### config.mk
export PLATFORM = sky130hd
export DESIGN_NAME = canvas_arbiter
export DESIGN_NICKNAME = d
export VERILOG_FILES = /design/src/rtl/canvas_arbiter.sv
export SDC_FILE = /design/constraint.sdc
export NUM_CORES = 1
export LEC_CHECK = 0
export ABC_AREA = 1
export BUFFER_PORTS_ARGS = -buffer_cell sky130_fd_sc_hd__buf_4
export CAP_MARGIN = 5
export CORE_MARGIN = 10
export CORE_UTILIZATION = 47
export DETAILED_ROUTE_END_ITERATION = 7
export PLACE_DENSITY = 0.8
export SETUP_SLACK_MARGIN = 0.5
export SLEW_MARGIN = 30
export SYNTH_ARGS = -nofsm -noshare
export SYNTH_HDL_FRONTEND = slang
export SYNTH_SLANG_ARGS = --single-unit
### constraint.sdc
create_clock -name clk_100M -period 2.5 [get_ports clk_100M]
set_clock_uncertainty 0.1 [all_clocks]
set_input_delay 0.75 -clock clk_100M [delete_from_list [all_inputs] [get_ports clk_100M]]
set_output_delay 0.75 -clock clk_100M [all_outputs]
set_load 0.02 [all_outputs]
### src/rtl/canvas_arbiter.sv
// ---------------------------------------------------------------------------
// canvas_arbiter
//
// Shares the single synchronous port of the paint canvas cell memory
// (CELLS_X x CELLS_Y cells, COLOR_W-bit colour codes) between the display
// read path and the mouse draw writer. It also runs a full-canvas clear
// sweep after reset and whenever clear_req_i pulses.
//
// Optional feature macro: CANVAS_CLEAR_BYPASS_EN
//   defined   : display reads are granted during the clear sweep and its
//               done cycle without using the RAM port. They return
//               CLEAR_COLOR one cycle later.
//   undefined : display reads stall (rd_gnt_o=0) until the sweep is done.
//
// Ports
//   clk_100M      in   system clock
//   reset         in   asynchronous, active-high reset
//   clear_req_i   in   one-cycle pulse, starts or restarts the clear sweep
//   draw_req_i    in   write request, held until draw_ack_o
//   draw_addr_i   in   cell to write
//   draw_color_i  in   colour to write
//   draw_ack_o    out  combinational, the draw request is consumed this cycle
//   rd_req_i      in   display read request, held until granted
//   rd_addr_i     in   cell to read
//   rd_gnt_o      out  combinational, the read is granted this cycle
//   rd_valid_o    out  registered, rd_data_o is valid
//   rd_data_o     out  read result
//   mem_we_o      out  RAM write enable
//   mem_addr_o    out  RAM address
//   mem_wdata_o   out  RAM write data
//   mem_rdata_i   in   RAM read data, one cycle after the address
//   busy_o        out  clear sweep in progress
//   clear_done_o  out  one-cycle pulse when the sweep ends
// ---------------------------------------------------------------------------
module canvas_arbiter #(
    parameter int                  CELLS_X     = 32,
    parameter int                  CELLS_Y     = 18,
    parameter int                  ADDR_W      = 10,
    parameter int                  COLOR_W     = 3,
    parameter logic [COLOR_W-1:0]  CLEAR_COLOR = 3'b111
) (
    input  logic               clk_100M,
    input  logic               reset,
    input  logic               clear_req_i,
    input  logic               draw_req_i,
    input  logic [ADDR_W-1:0]  draw_addr_i,
    input  logic [COLOR_W-1:0] draw_color_i,
    output logic               draw_ack_o,
    input  logic               rd_req_i,
    input  logic [ADDR_W-1:0]  rd_addr_i,
    output logic               rd_gnt_o,
    output logic               rd_valid_o,
    output logic [COLOR_W-1:0] rd_data_o,
    output logic               mem_we_o,
    output logic [ADDR_W-1:0]  mem_addr_o,
    output logic [COLOR_W-1:0] mem_wdata_o,
    input  logic [COLOR_W-1:0] mem_rdata_i,
    output logic               busy_o,
    output logic               clear_done_o
);

    localparam int               CELLS     = CELLS_X * CELLS_Y;
    localparam logic [ADDR_W-1:0] LAST_CELL = ADDR_W'(CELLS - 1);
    localparam logic [ADDR_W-1:0] NUM_CELLS = ADDR_W'(CELLS);

    typedef enum logic [1:0] {
        ST_CLEAR,
        ST_DONE,
        ST_IDLE
    } state_t;

    state_t            state_q, state_d;
    logic [ADDR_W-1:0] ptr_q, ptr_d;
    logic              last_rd_q, last_rd_d;
    logic              rd_valid_q, rd_valid_d;
    logic              rd_from_ram_q, rd_from_ram_d;

    logic grant_ok;
    logic rd_wins;
    logic draw_in_range;
    logic rd_in_range;

    assign draw_in_range = (draw_addr_i < NUM_CELLS);
    assign rd_in_range   = (rd_addr_i < NUM_CELLS);

    // A clear request overrides any pending grant in the same cycle, and
    // nothing is granted while reset is held.
    assign grant_ok = ~clear_req_i & ~reset;

    // State, sweep pointer, arbitration flag and read-return pipeline.
    always_ff @(posedge clk_100M or posedge reset) begin
        if (reset) begin
            state_q       <= ST_CLEAR;
            ptr_q         <= '0;
            last_rd_q     <= 1'b0;
            rd_valid_q    <= 1'b0;
            rd_from_ram_q <= 1'b0;
        end else begin
            state_q       <= state_d;
            ptr_q         <= ptr_d;
            last_rd_q     <= last_rd_d;
            rd_valid_q    <= rd_valid_d;
            rd_from_ram_q <= rd_from_ram_d;
        end
    end

    // Next-state logic and RAM port steering. The sweep owns the port in
    // CLEAR; in IDLE the port goes to the single requester, or alternates
    // between them using last_rd when both ask in the same cycle.
    always_comb begin
        state_d       = state_q;
        ptr_d         = ptr_q;
        last_rd_d     = last_rd_q;
        rd_from_ram_d = 1'b0;
        rd_wins       = 1'b0;
        mem_we_o      = 1'b0;
        mem_addr_o    = '0;
        mem_wdata_o   = CLEAR_COLOR;
        draw_ack_o    = 1'b0;
        rd_gnt_o      = 1'b0;
        busy_o        = 1'b0;
        clear_done_o  = 1'b0;

        case (state_q)
            ST_CLEAR: begin
                busy_o     = 1'b1;
                mem_we_o   = ~reset;
                mem_addr_o = ptr_q;
                if (ptr_q == LAST_CELL) begin
                    state_d = ST_DONE;
                    ptr_d   = '0;
                end else begin
                    ptr_d = ptr_q + ADDR_W'(1);
                end
`ifdef CANVAS_CLEAR_BYPASS_EN
                rd_gnt_o = rd_req_i & grant_ok;
`endif
            end

            ST_DONE: begin
                clear_done_o = 1'b1;
                state_d      = ST_IDLE;
`ifdef CANVAS_CLEAR_BYPASS_EN
                rd_gnt_o = rd_req_i & grant_ok;
`endif
            end

            ST_IDLE: begin
                rd_wins = rd_req_i & (~draw_req_i | ~last_rd_q);
                if (grant_ok) begin
                    if (rd_wins) begin
                        rd_gnt_o      = 1'b1;
                        mem_addr_o    = rd_addr_i;
                        rd_from_ram_d = rd_in_range;
                    end else if (draw_req_i) begin
                        // Out-of-range draws are consumed but never written.
                        draw_ack_o = 1'b1;
                        if (draw_in_range) begin
                            mem_we_o    = 1'b1;
                            mem_addr_o  = draw_addr_i;
                            mem_wdata_o = draw_color_i;
                        end
                    end
                    if (rd_req_i & draw_req_i) begin
                        last_rd_d = rd_wins;
                    end
                end
            end

            default: begin
                state_d = ST_CLEAR;
                ptr_d   = '0;
            end
        endcase

        if (clear_req_i) begin
            state_d = ST_CLEAR;
            ptr_d   = '0;
        end

        rd_valid_d = rd_gnt_o;
    end

    // Bypassed and out-of-range reads return the blank colour instead of RAM.
    assign rd_valid_o = rd_valid_q;
    assign rd_data_o  = rd_from_ram_q ? mem_rdata_i : CLEAR_COLOR;

endmodule

Word-level counts from Yosys, hierarchy flattened
Cells that the tools add are included.
{"block": "word_totals", "ff_bits": 15}
{"block": "classes", "n_mux": 34, "add_sub_neg": 1, "order_cmp": 2, "n_eq_ne": 6, "reduce_logical": 4, "n_bitwise": 8}
{"op": "10-bit two-way mux", "count": 6}
{"op": "10-bit one-hot mux with 2 select lines", "count": 2}
{"op": "10-bit less-than comparator, second input constant", "count": 2}
{"op": "3-bit two-way mux", "count": 6}
{"op": "1-bit two-way mux", "count": 16}
{"op": "10-bit by 1-bit adder with 10-bit output, second input constant", "count": 1}
{"op": "10-bit == test, second input constant", "count": 1}
{"op": "2-bit one-hot mux with 3 select lines", "count": 1}
{"op": "2-bit two-way mux", "count": 2}
{"op": "1-bit NOT", "count": 4}
{"op": "1-bit AND", "count": 3}
{"op": "3-bit != test, second input constant", "count": 1}
{"op": "3-bit AND reduction", "count": 1}
{"op": "2-bit by 1-bit == test with 1-bit output, second input constant", "count": 1}
{"op": "2-bit == test, second input constant", "count": 1}
{"op": "2-bit logical NOT", "count": 1}
{"op": "2-bit by 1-bit != test with 1-bit output, second input constant", "count": 1}
{"op": "2-bit != test, second input constant", "count": 1}
{"op": "1-bit one-hot mux with 2 select lines", "count": 1}
{"op": "2-bit AND reduction", "count": 1}
{"op": "2-bit OR reduction", "count": 1}
{"op": "1-bit bitwise OR", "count": 1}

Logic depth before layout (Yosys ltp)
Gate-level depths: netlist of run 1.
{"block": "depth", "ltp_word": 6, "depth_mapped": 9, "mapped_depth_nobuf": 9}

Worst setup path before layout of run 1
OpenSTA, ideal clock, no wires.
{"block": "synth_path", "kind": "in2out", "start": "input reset", "end": "output mem_addr_o[0]", "arrival_ps": 1756, "setup_slack_ps": -106, "stages": 6, "n_path_buf": 1, "t_required_ps": 1650, "path_cell_list": "inv_2 > nand3_4 > nor3_4 > buf_6 > nand3_1 > nand3_1"}
{"block": "synth_between", "elab_chain_len": 4}
{"element": "from (decl)", "line_no": "43", "source": "input logic reset,"}
{"element": "1-bit NOT", "line_no": "88", "source": "assign grant_ok = ~clear_req_i & ~reset;"}
{"element": "1-bit AND", "line_no": "88"}
{"element": "10-bit two-way mux", "line_no": "150", "source": "if (grant_ok) begin"}
{"element": "10-bit one-hot mux with 2 select lines", "line_no": "124", "source": "case (state_q)"}
{"element": "to (decl)", "line_no": "55", "source": "output logic [ADDR_W-1:0] mem_addr_o,"}
Every way passes these cells.

Worst setup path after layout of run 1
{"block": "layout_path", "start": "input draw_req_i", "end": "output mem_wdata_o[0]"}
{"block": "layout_between", "elab_chain_len": 6, "elab_cells_between_ends": 7}
{"element": "from (decl)", "line_no": "45", "source": "input logic draw_req_i,"}
{"element": "1-bit NOT", "line_no": "149", "source": "rd_wins = rd_req_i & (~draw_req_i | ~last_rd_q);"}
{"element": "1-bit bitwise OR", "line_no": "149"}
{"element": "1-bit AND", "line_no": "149"}
{"element": "3-bit two-way mux *", "line_no": "151", "source": "if (rd_wins) begin"}
{"element": "3-bit two-way mux *", "line_no": "150"}
{"element": "3-bit two-way mux *", "line_no": "124"}
{"element": "to (decl)", "line_no": "56", "source": "output logic [COLOR_W-1:0] mem_wdata_o,"}
Every way passes the cells marked *; elsewhere a longest branch is shown, timed or not.

==> results.py, run 1 <==
metrics = {
    "floorplanning": {
        "rows": 18,
        "die_y_um": 70.1,
        "core_sq_um": 2430,
        "initial_utilization_pct": 48.4,
        "die-area_sq_um": 4910,
        "io_pins": 53,
        "die_width_um": 70.1,
    },
    "timing": {
        "tightest_slew_ps": 301,
        "fmax_mhz": 376,
        "setup_viol_count_final": 16,
        "finalHoldViolCount": 0,
        "finalMaxSlewViolations": 0,
        "min_period_over_period_pct": 106,
        "setup_tns_ps": -1770,
        "slew_headroom_pct": 79.8,
        "fin_crit_ps": 2660,
        "setup_slack_ps": -158,
        "rsz0062_at_grt": "yes",
    },
    "setup_path": {
        "r2r_cells": 8,
        "cp.arrival_ps": 1810,
        "cpLargestDelayFamily": "simple AND/OR/NAND/NOR gates",
        "worstReg2RegStart": "state_q[1]$_DFFE_PP0P_",
        "reg2reg_to": "ptr_q[4]$_DFFE_PP0P_",
        "max_stage_delay_ps": 270,
        "crit_buf_inv": 3,
        "cp_data_required_time_ps": 1650,
        "crit_type": "in -> out",
        "crit_chain": "buf_8 -> nand2_4 -> nand2_4 -> inv_4 -> nor3_4 -> nand2_2 -> or2_4 -> buf_6",
        "cp_slowest_cell": "or2_4",
        "critPathMaxFanout": 4,
        "r2r_slack_ps": 680,
        "path_depth": 8,
        "end_kind": "output pin",
        "cp_common_cell": "nand2_4",
        "startpoint_type": "input pin",
    },
    "placement": {
        "gp_congestion": 0.886,
        "placed_area_sq_um": 1800,
        "hpwl_mm": 3.18,
        "dp_cells": 261,
        "io_buffers": 52,
    },
    "global_route": {
        "grt-ovfl-total": 0,
        "grt_pass1_wl_mm": 7.34,
        "grt_max_degree": 16,
        "grtUsageTotal_pct": 17.8,
        "antenna_found_initial": 0,
        "grt_pass1_vias": 1544,
    },
    "synth": {
        "yosysMostFrequentCell": "nand2_1",
        "synth_top_cell_area_share_pct": 31.9,
        "syn-num-nets": 208,
        "synth_common_cells": "nand2_1 (53), nand3_1 (25), inv_1 (22)",
        "yosys_warnings": 0,
        "synthTopCellsByArea": "dfrtp_1 (32%), nand2_1 (17%), nand3_1 (11%)",
        "synth.cell_area_sq_um": 1180,
        "async_reset_ff_share_pct": 100,
        "synth_cell_types": 27,
        "synth_top_area_cell": "dfrtp_1",
        "synth-seq-cells": 15,
        "postSynthAreaPerCell_sq_um": 6.85,
        "synthFlopType": "dfrtp_1",
        "synthCells": 172,
        "yosysSeqAreaShare_pct": 31.9,
        "synth-edff-count": 0,
    },
    "power_and_ir_drop": {
        "p_leak_nw": 1.16,
        "power_mw": 1.17,
        "p_per_area_nw_per_um2": 534,
        "vdd_ir_drop_max_v": 0.000741,
    },
    "drt": {
        "drt_iter0_markers": 156,
        "wl_per_cell_um": 20.0,
        "ant_nets": 0,
        "via_per_inst": 5.67,
        "wirelength_mm": 5.52,
        "drc": 0,
        "drt_pre_antenna_iters": 4,
        "vias": 1565,
    },
    "clock_tree": {
        "clkSlewWorstSetupHoldPaths_ps": 100,
        "htree_levels": 1,
        "cts_tree": "built",
        "root_buffer": "clkbuf_4",
        "clk_latency_ps": 300,
        "numCtsBuffers": 3,
        "cts_sinks": 15,
        "ctsLongestPathBuffers": 2,
    },
    "worst_hold_path": {
        "hold_class": "in -> async",
    },
    "layout": {
        "fin_area_sq_um": 2200,
        "antennaDiodeCount": 0,
        "areaGrowthSynthToFinish_pct": 86.8,
        "utilization_pct": 90.4,
        "multiInputGateArea_sq_um": 956,
        "stdcell_count": 276,
        "n_fill_cell": 102,
        "drive_above_1_share_pct": 55.3,
        "regArea_sq_um": 375,
        "layout.nets": 283,
    },
    "job": {
        "maxCapViolations": 0,
    },
    "run_status": {
        "failed_checks": "setup timing",
        "status": "complete, but fails checks",
    },
}
## what timing repair did
item / CTS / global route
hold buffers: 0 / 0
pin swaps: 2 / 18
resized for setup: 30 / 37
gates cloned: 1 / 0
setup endpoints to repair: 17 / 18
buffers inserted: 6 / 4
## state kept, by name, summed over array words and instances, names as in the netlist
| signal | flops |
|---|---|
| ptr_q | 10 |
| rd_valid_o | 1 |
| rd_from_ram_q | 1 |
| state_q | 2 |
| last_rd_q | 1 |
## final cells by class
| type | count | area share [%] |
|---|---|---|
| tap | 30 | 1.71 |
| timing repair buffer | 73 | 31.3 |
| multi-input combinational | 128 | 43.5 |
| clock buffer | 4 | 1.19 |
| inverter | 26 | 5.23 |
| sequential | 15 | 17.1 |
## cells in the final DEF (no fill, tap or decap), types with 4 or more instances in the layout
| cell type | n |
|---|---|
| inv_2 | 5 |
| nand2_2 | 10 |
| nand3_4 | 6 |
| nand3_1 | 7 |
| nand3_2 | 14 |
| dfrtp_1 | 15 |
| nor2_1 | 13 |
| nor2_4 | 4 |
| buf_6 | 25 |
| nand2_4 | 9 |
| nand2_1 | 40 |
| buf_4 | 44 |
| inv_1 | 18 |
## layer usage
| metal | track usage (%) | routed length, um | vias to the layer above |
|---|---|---|---|
| met5 | 0 | 0 | - |
| met4 | 6.80 | 262 | 0 |
| met3 | 4.80 | 378 | 27 |
| met2 | 34.2 | 2860 | 89 |
| met1 | 17.4 | 2020 | 759 |
| li1 | - | - | 690 |
## where the power goes
part / total (mW) / leakage, nW / switching, mW / internal [mW]
clock: 0.153 / 0.0150 / 0.0910 / 0.0622
combinational: 0.701 / 0.935 / 0.401 / 0.300
sequential: 0.320 / 0.206 / 0.0418 / 0.278
## through the flow
step | worst slack (ps) | hold WS [ps]
final | -158 | 365
after global routing | -213 | 376
after CTS | -99.9 | 366
after detailed placement | -111 | 393
after global placement | -44.1 | 390
after floorplan | 163 | 367
## worst max path at each step
stage	start	endpoint	slack, ps
2_1_floorplan	draw_req_i	mem_addr_o[0]	160
3_3_place_gp	draw_req_i	mem_addr_o[6]	-40
3_5_place_dp	draw_req_i	mem_addr_o[6]	-110
4_1_cts	state_q[0]$_DFFE_PP0P_	mem_addr_o[0]	-100
5_1_grt	draw_req_i	mem_wdata_o[1]	-210
6_report	draw_req_i	mem_wdata_o[0]	-160
## tightest hold or removal path, stage by stage
cell	delay [ps]
buf_6	110
inv_12	50
buf_4	230
## cell families after synthesis
group / Yosys count / share of synthesized area [%]
adders and majority gates: 5 / 5.31
DFF: 15 / 31.9
and+or+nand+nor: 113 / 47.0
AOI/OAI and AO/OA: 7 / 3.61
buffers and inverters: 29 / 9.99
xor gates and xnor gates: 3 / 2.23
Note: power is estimated with default switching activity, not from simulation.
==> inputs of run 2 (changes only) <==
- SETUP_SLACK_MARGIN: 0.5 -> not set
- SKIP_CTS_REPAIR_TIMING: not set -> 1
==> run 2 against run 1 <==
  * The run still ends with setup timing left
  * Final cell count decreased by 1.8%
  * Power shrank 14%
  * Critical path depth did not move
  * Non-clock buffer count is 5 lower
  * Via count shrank 10%
  * Largest power group unchanged
  * Clock-buffer cell count stayed put
  * Global-route usage is 3.7 points lower
  * Register-to-register slack improved by 60 ps
  * Final area is 14% lower
  * Sequential cell count is the same
  * Die area is the same
==> results.py, run 2 (synthesized netlist as in run 1, its figures left out) <==
metrics = {
    "setup_path": {
        "cp_common_cell": "nand2_2",
        "crit_buf_inv": 3,
        "critPathMaxFanout": 4,
        "end_kind": "output pin",
        "crit_type": "in -> out",
        "cp.arrival_ps": 1800,
        "startpoint_type": "input pin",
        "cpLargestDelayFamily": "simple AND/OR/NAND/NOR gates",
        "cp_data_required_time_ps": 1650,
        "crit_chain": "buf_6 -> nand2_2 -> nand2_2 -> inv_2 -> nor3_4 -> nand2_2 -> or2_1 -> buf_6",
        "cp_slowest_cell": "nor3_4",
        "max_stage_delay_ps": 260,
    },
    "run_status": {
        "status": "complete, but fails checks",
        "failed_checks": "setup timing",
    },
    "placement": {
        "place_ws_ps": -112,
        "gp_congestion": 0.912,
        "hpwl_mm": 3.03,
        "dp_cells": 261,
        "io_buffers": 52,
        "placed_area_sq_um": 1660,
    },
    "timing": {
        "rsz0062_at_grt": "yes",
        "fin_crit_ps": 2650,
        "setup_viol_count_final": 14,
        "min_period_over_period_pct": 106,
        "setup_tns_ps": -1320,
        "tightest_slew_ps": 259,
        "slew_headroom_pct": 82.7,
        "fmax_mhz": 378,
        "finalMaxSlewViolations": 0,
        "finalHoldViolCount": 0,
        "hold_ws_ps": 412,
        "setup_slack_ps": -148,
    },
    "layout": {
        "stdcell_count": 271,
        "fin_area_sq_um": 1880,
        "utilization_pct": 77.4,
        "final_common_cell": "nand2_1",
        "n_fill_cell": 165,
        "layout.nets": 278,
        "antennaDiodeCount": 0,
        "top_register": "ptr_q",
        "largest_reg_flops": 10,
        "reg_top3": "ptr_q x10, state_q x2",
        "drive_above_1_share_pct": 43.6,
        "areaGrowthSynthToFinish_pct": 59.8,
        "layout_common_cells": "nand2_1 (51), buf_4 (50), inv_1 (19), buf_6 (18), nand3_1 (16)",
    },
    "global_route": {
        "antenna_found_initial": 0,
        "grt_max_degree": 16,
        "grtUsageTotal_pct": 14.1,
        "grt_pass1_wl_mm": 6.04,
        "grt_pass1_vias": 1327,
        "grt-ovfl-total": 0,
    },
    "floorplanning": {
        "rows": 18,
        "core_sq_um": 2430,
        "die_y_um": 70.1,
        "initial_utilization_pct": 48.4,
        "die-area_sq_um": 4910,
        "die_width_um": 70.1,
        "io_pins": 53,
    },
    "clock_tree": {
        "clk_latency_ps": 280,
        "cts_sinks": 15,
        "ctsLongestPathBuffers": 2,
        "htree_levels": 1,
        "clkSlewWorstSetupHoldPaths_ps": 90,
        "cts_tree": "built",
        "root_buffer": "clkbuf_4",
        "numCtsBuffers": 3,
    },
    "drt": {
        "via_per_inst": 5.17,
        "vias": 1401,
        "drt_iter0_markers": 107,
        "wl_met3_um": 245,
        "drt_pre_antenna_iters": 4,
        "wl_met2_mm": 2.13,
        "wirelength_mm": 4.08,
        "ant_nets": 0,
        "drc": 0,
        "dr.max_layer_used": "met4",
        "wl_met1_mm": 1.66,
        "wl_per_cell_um": 15.0,
    },
    "power_and_ir_drop": {
        "power_mw": 1.01,
        "power_switching_mw": 0.437,
        "pwr-share-clk_pct": 13.9,
        "vdd_ir_drop_max_v": 0.000516,
        "p_int_mw": 0.573,
        "p_per_area_nw_per_um2": 537,
        "seqPwrFrac_pct": 31.3,
        "p_sw_share_pct": 43.3,
        "p_leak_nw": 0.990,
        "combPwrFrac_pct": 54.7,
    },
    "job": {
        "maxCapViolations": 0,
    },
    "worst_hold_path": {
        "hold_class": "in -> async",
    },
}
## run 2: changes by cell type in the layout (fill, tap and decap cells not counted), moves of 4 or more
| cell | delta |
|---|---|
| buf_4 | +6 |
| nand2_1 | +11 |
| nand2_4 | -8 |
| nand3_4 | -5 |
| nand3_2 | -4 |
| buf_6 | -7 |
| nand3_1 | +9 |
## run 2: final cells by class
type                            instances  area [sq um]  share of cell area, %
Inverter                               26           100                   5.32
Timing Repair Buffer                   68           578                   30.7
Multi-Input combinational cell        128           764                   40.6
Clock buffer                            4          26.3                   1.40
Sequential cell                        15           375                   19.9
Tap cell                               30          37.5                   1.99
## run 2: power by group through the flow
stage                     clock network, mW  registers [mW]  logic, mW
after floorplan                           0           0.309      0.314
after global placement                    0           0.312      0.471
after detailed placement                  0           0.315      0.489
after CTS                             0.141           0.310      0.490
after global routing                  0.156           0.324      0.606
final                                 0.141           0.317      0.553
## run 2: tightest hold or removal path, stage by stage
cell and delay (ps):
buf_4 130, inv_4 60, buf_4 230
## run 2: final timing paths
path | to | depth (start not counted) | from | slack (ps)
setup / recovery | mem_wdata_o[1] | 8 | draw_req_i | -150
hold / removal | rd_valid_o$_DFF_PP0_ | 3 | reset | 410
setup reg to reg | ptr_q[4]$_DFFE_PP0P_ | 8 | state_q[1]$_DFFE_PP0P_ | 740
hold reg to reg | last_rd_q$_DFFE_PP0P_ | 2 | last_rd_q$_DFFE_PP0P_ | 440
max in group asynchronous | ptr_q[3]$_DFFE_PP0P_ | 3 | reset | 1710
min in group clk_100M | last_rd_q$_DFFE_PP0P_ | 2 | last_rd_q$_DFFE_PP0P_ | 440
## run 2: metal layers
metal	vias to the layer above	track usage [%]
met1	662	16.0
met3	4	3.95
met5	-	0
li1	673	-
met2	62	25.9
met4	0	1.75
==> inputs of run 3 (changes only) <==
- BUFFER_PORTS_ARGS: -buffer_cell sky130_fd_sc_hd__buf_4 -> not set
- CORE_UTILIZATION: 47 -> 55
- DONT_BUFFER_PORTS: not set -> 1
- PLACE_DENSITY: 0.8 -> 0.7
==> run 3 against run 2 <==
  * The flow still finishes with violations (setup timing)
  * Combinational power is 21% lower
  * Register-to-register slack worse by 40 ps
  * Worst setup slack better by 140 ps
  * First-iteration DRC count decreased by 38%
  * Die area decreased by 11%
  * Sequential cell count stayed put
  * Clock power about the same
  * Sequential power about the same
  * Via count down 18%
  * Hold slack worse by 160 ps
  * Non-clock buffer count shrank 58
  * Critical path type is now reg -> out
  * Largest cell class unchanged
==> results.py, run 3 (synthesized netlist as in run 1, its figures left out) <==
metrics = {
    "global_route": {
        "grt_use_met1_pct": 15.2,
        "grt-ovfl-total": 0,
        "grt.busiest_layer": "met2",
        "use_met3_pct": 6.95,
        "grt_pass1_vias": 1083,
        "antenna_found_initial": 0,
        "grt_max_degree": 16,
        "grt_use_met2_pct": 23.6,
        "grt_pass1_wl_mm": 5.00,
        "grtUsageTotal_pct": 14.4,
    },
    "timing": {
        "slew_headroom_pct": 82.8,
        "finalMaxSlewViolations": 0,
        "hold_ws_ps": 257,
        "setup_tns_ps": -8.97,
        "tightest_slew_ps": 257,
        "setup_slack_ps": -8.97,
        "setup_viol_count_final": 1,
        "fmax_mhz": 399,
        "fin_crit_ps": 2510,
        "rsz0062_at_grt": "yes",
        "min_period_over_period_pct": 100,
        "finalHoldViolCount": 0,
    },
    "setup_path": {
        "crit_chain": "inv_2 -> ha_4 -> nand3_4 -> nor3_4 -> buf_12 -> nand3_1 -> nand3_2",
        "cp.arrival_ps": 1660,
        "cp_data_required_time_ps": 1650,
        "cpLargestDelayFamily": "simple AND/OR/NAND/NOR gates",
        "crit_type": "reg -> out",
        "end_kind": "output pin",
        "startpoint_type": "register",
        "crit_buf_inv": 2,
        "r2r_cells": 9,
        "max_stage_delay_ps": 440,
        "critPathMaxFanout": 11,
        "path_depth": 7,
        "cp_slowest_cell": "dfrtp_1",
    },
    "layout": {
        "drive_above_1_share_pct": 25.7,
        "reg_top3": "ptr_q x10, state_q x2",
        "layout.nets": 220,
        "antennaDiodeCount": 0,
        "areaGrowthSynthToFinish_pct": 18.7,
        "layout_common_cells": "nand2_1 (53), inv_1 (21), dfrtp_1 (15), nor2_1 (14), nand3_1 (14)",
        "largest_reg_flops": 10,
        "top_register": "ptr_q",
        "stdcell_count": 210,
        "final_common_cell": "nand2_1",
        "n_fill_cell": 179,
    },
    "power_and_ir_drop": {
        "p_leak_nw": 0.737,
        "vdd_ir_drop_max_v": 0.000617,
        "power_mw": 0.895,
        "p_per_area_nw_per_um2": 640,
    },
    "placement": {
        "gp_congestion": 0.867,
        "dp_cells": 205,
        "hpwl_mm": 2.62,
        "io_buffers": 0,
    },
    "clock_tree": {
        "cts_tree": "built",
        "clk_latency_ps": 280,
        "ctsLongestPathBuffers": 2,
        "root_buffer": "clkbuf_4",
        "clkSlewWorstSetupHoldPaths_ps": 90,
        "numCtsBuffers": 3,
        "cts_sinks": 15,
        "htree_levels": 1,
    },
    "floorplanning": {
        "core_sq_um": 2000,
        "io_pins": 53,
        "die-area_sq_um": 4390,
        "die_width_um": 66.3,
        "rows": 16,
        "initial_utilization_pct": 58.8,
        "die_y_um": 66.3,
    },
    "drt": {
        "wirelength_mm": 3.28,
        "drc": 0,
        "drt_pre_antenna_iters": 5,
        "via_per_inst": 5.44,
        "vias": 1143,
        "drt_iter0_markers": 66,
        "wl_per_cell_um": 15.6,
        "ant_nets": 0,
    },
    "job": {
        "maxCapViolations": 0,
    },
    "worst_hold_path": {
        "hold_class": "in -> async",
    },
    "run_status": {
        "status": "complete, but fails checks",
        "failed_checks": "setup timing",
    },
}
[run 3: cell count changes in the layout (fill, tap and decap cells not counted), sizes merged]
cell and delta:
buf -58
[run 3: power by group]
group	internal (mW)	leakage (nW)	switching (mW)
Sequential	0.278	0.206	0.0414
Combinational	0.144	0.516	0.290
Clock	0.0620	0.0150	0.0787
Total	0.485	0.737	0.411
[run 3: per-layer routing]
layer	part of all wire, %	up-vias
li1	-	569
met1	41	516
met2	44	56
met3	14	2
met4	0.64	0
met5	0	-
[run 3: cell type report]
class	count	area (sq um)	share of cell area, %
multi-input combinational	128	771	55.1
sequential	15	375	26.9
inverter	26	100	7.16
timing repair buffer	10	91.3	6.54
tap	27	33.8	2.42
clock buffer	4	26.3	1.88
[run 3: path summary, 6_finish.rpt]
kind                                         from                     to  slack (ps)
hold reg to reg             last_rd_q$_DFFE_PP0P_  last_rd_q$_DFFE_PP0P_         420
hold / removal                              reset   ptr_q[6]$_DFFE_PP0P_         260
setup reg to reg           state_q[1]$_DFFE_PP0P_   ptr_q[4]$_DFFE_PP0P_         700
min in group clk_100M       last_rd_q$_DFFE_PP0P_  last_rd_q$_DFFE_PP0P_         420
setup / recovery           state_q[0]$_DFFE_PP0P_          mem_addr_o[5]          -9
max in group asynchronous                   reset   ptr_q[0]$_DFFE_PP0P_        1860
[run 3: through the flow]
step	utilization, %	instance area [sq um]	worst slack (ps)
after floorplan	-	1180	5.27
after global placement	63.6	1270	102
after detailed placement	63.6	1270	76.5
after CTS	64.9	1300	-170
after global routing	69.8	1400	-89.7
final	69.8	1400	-8.97
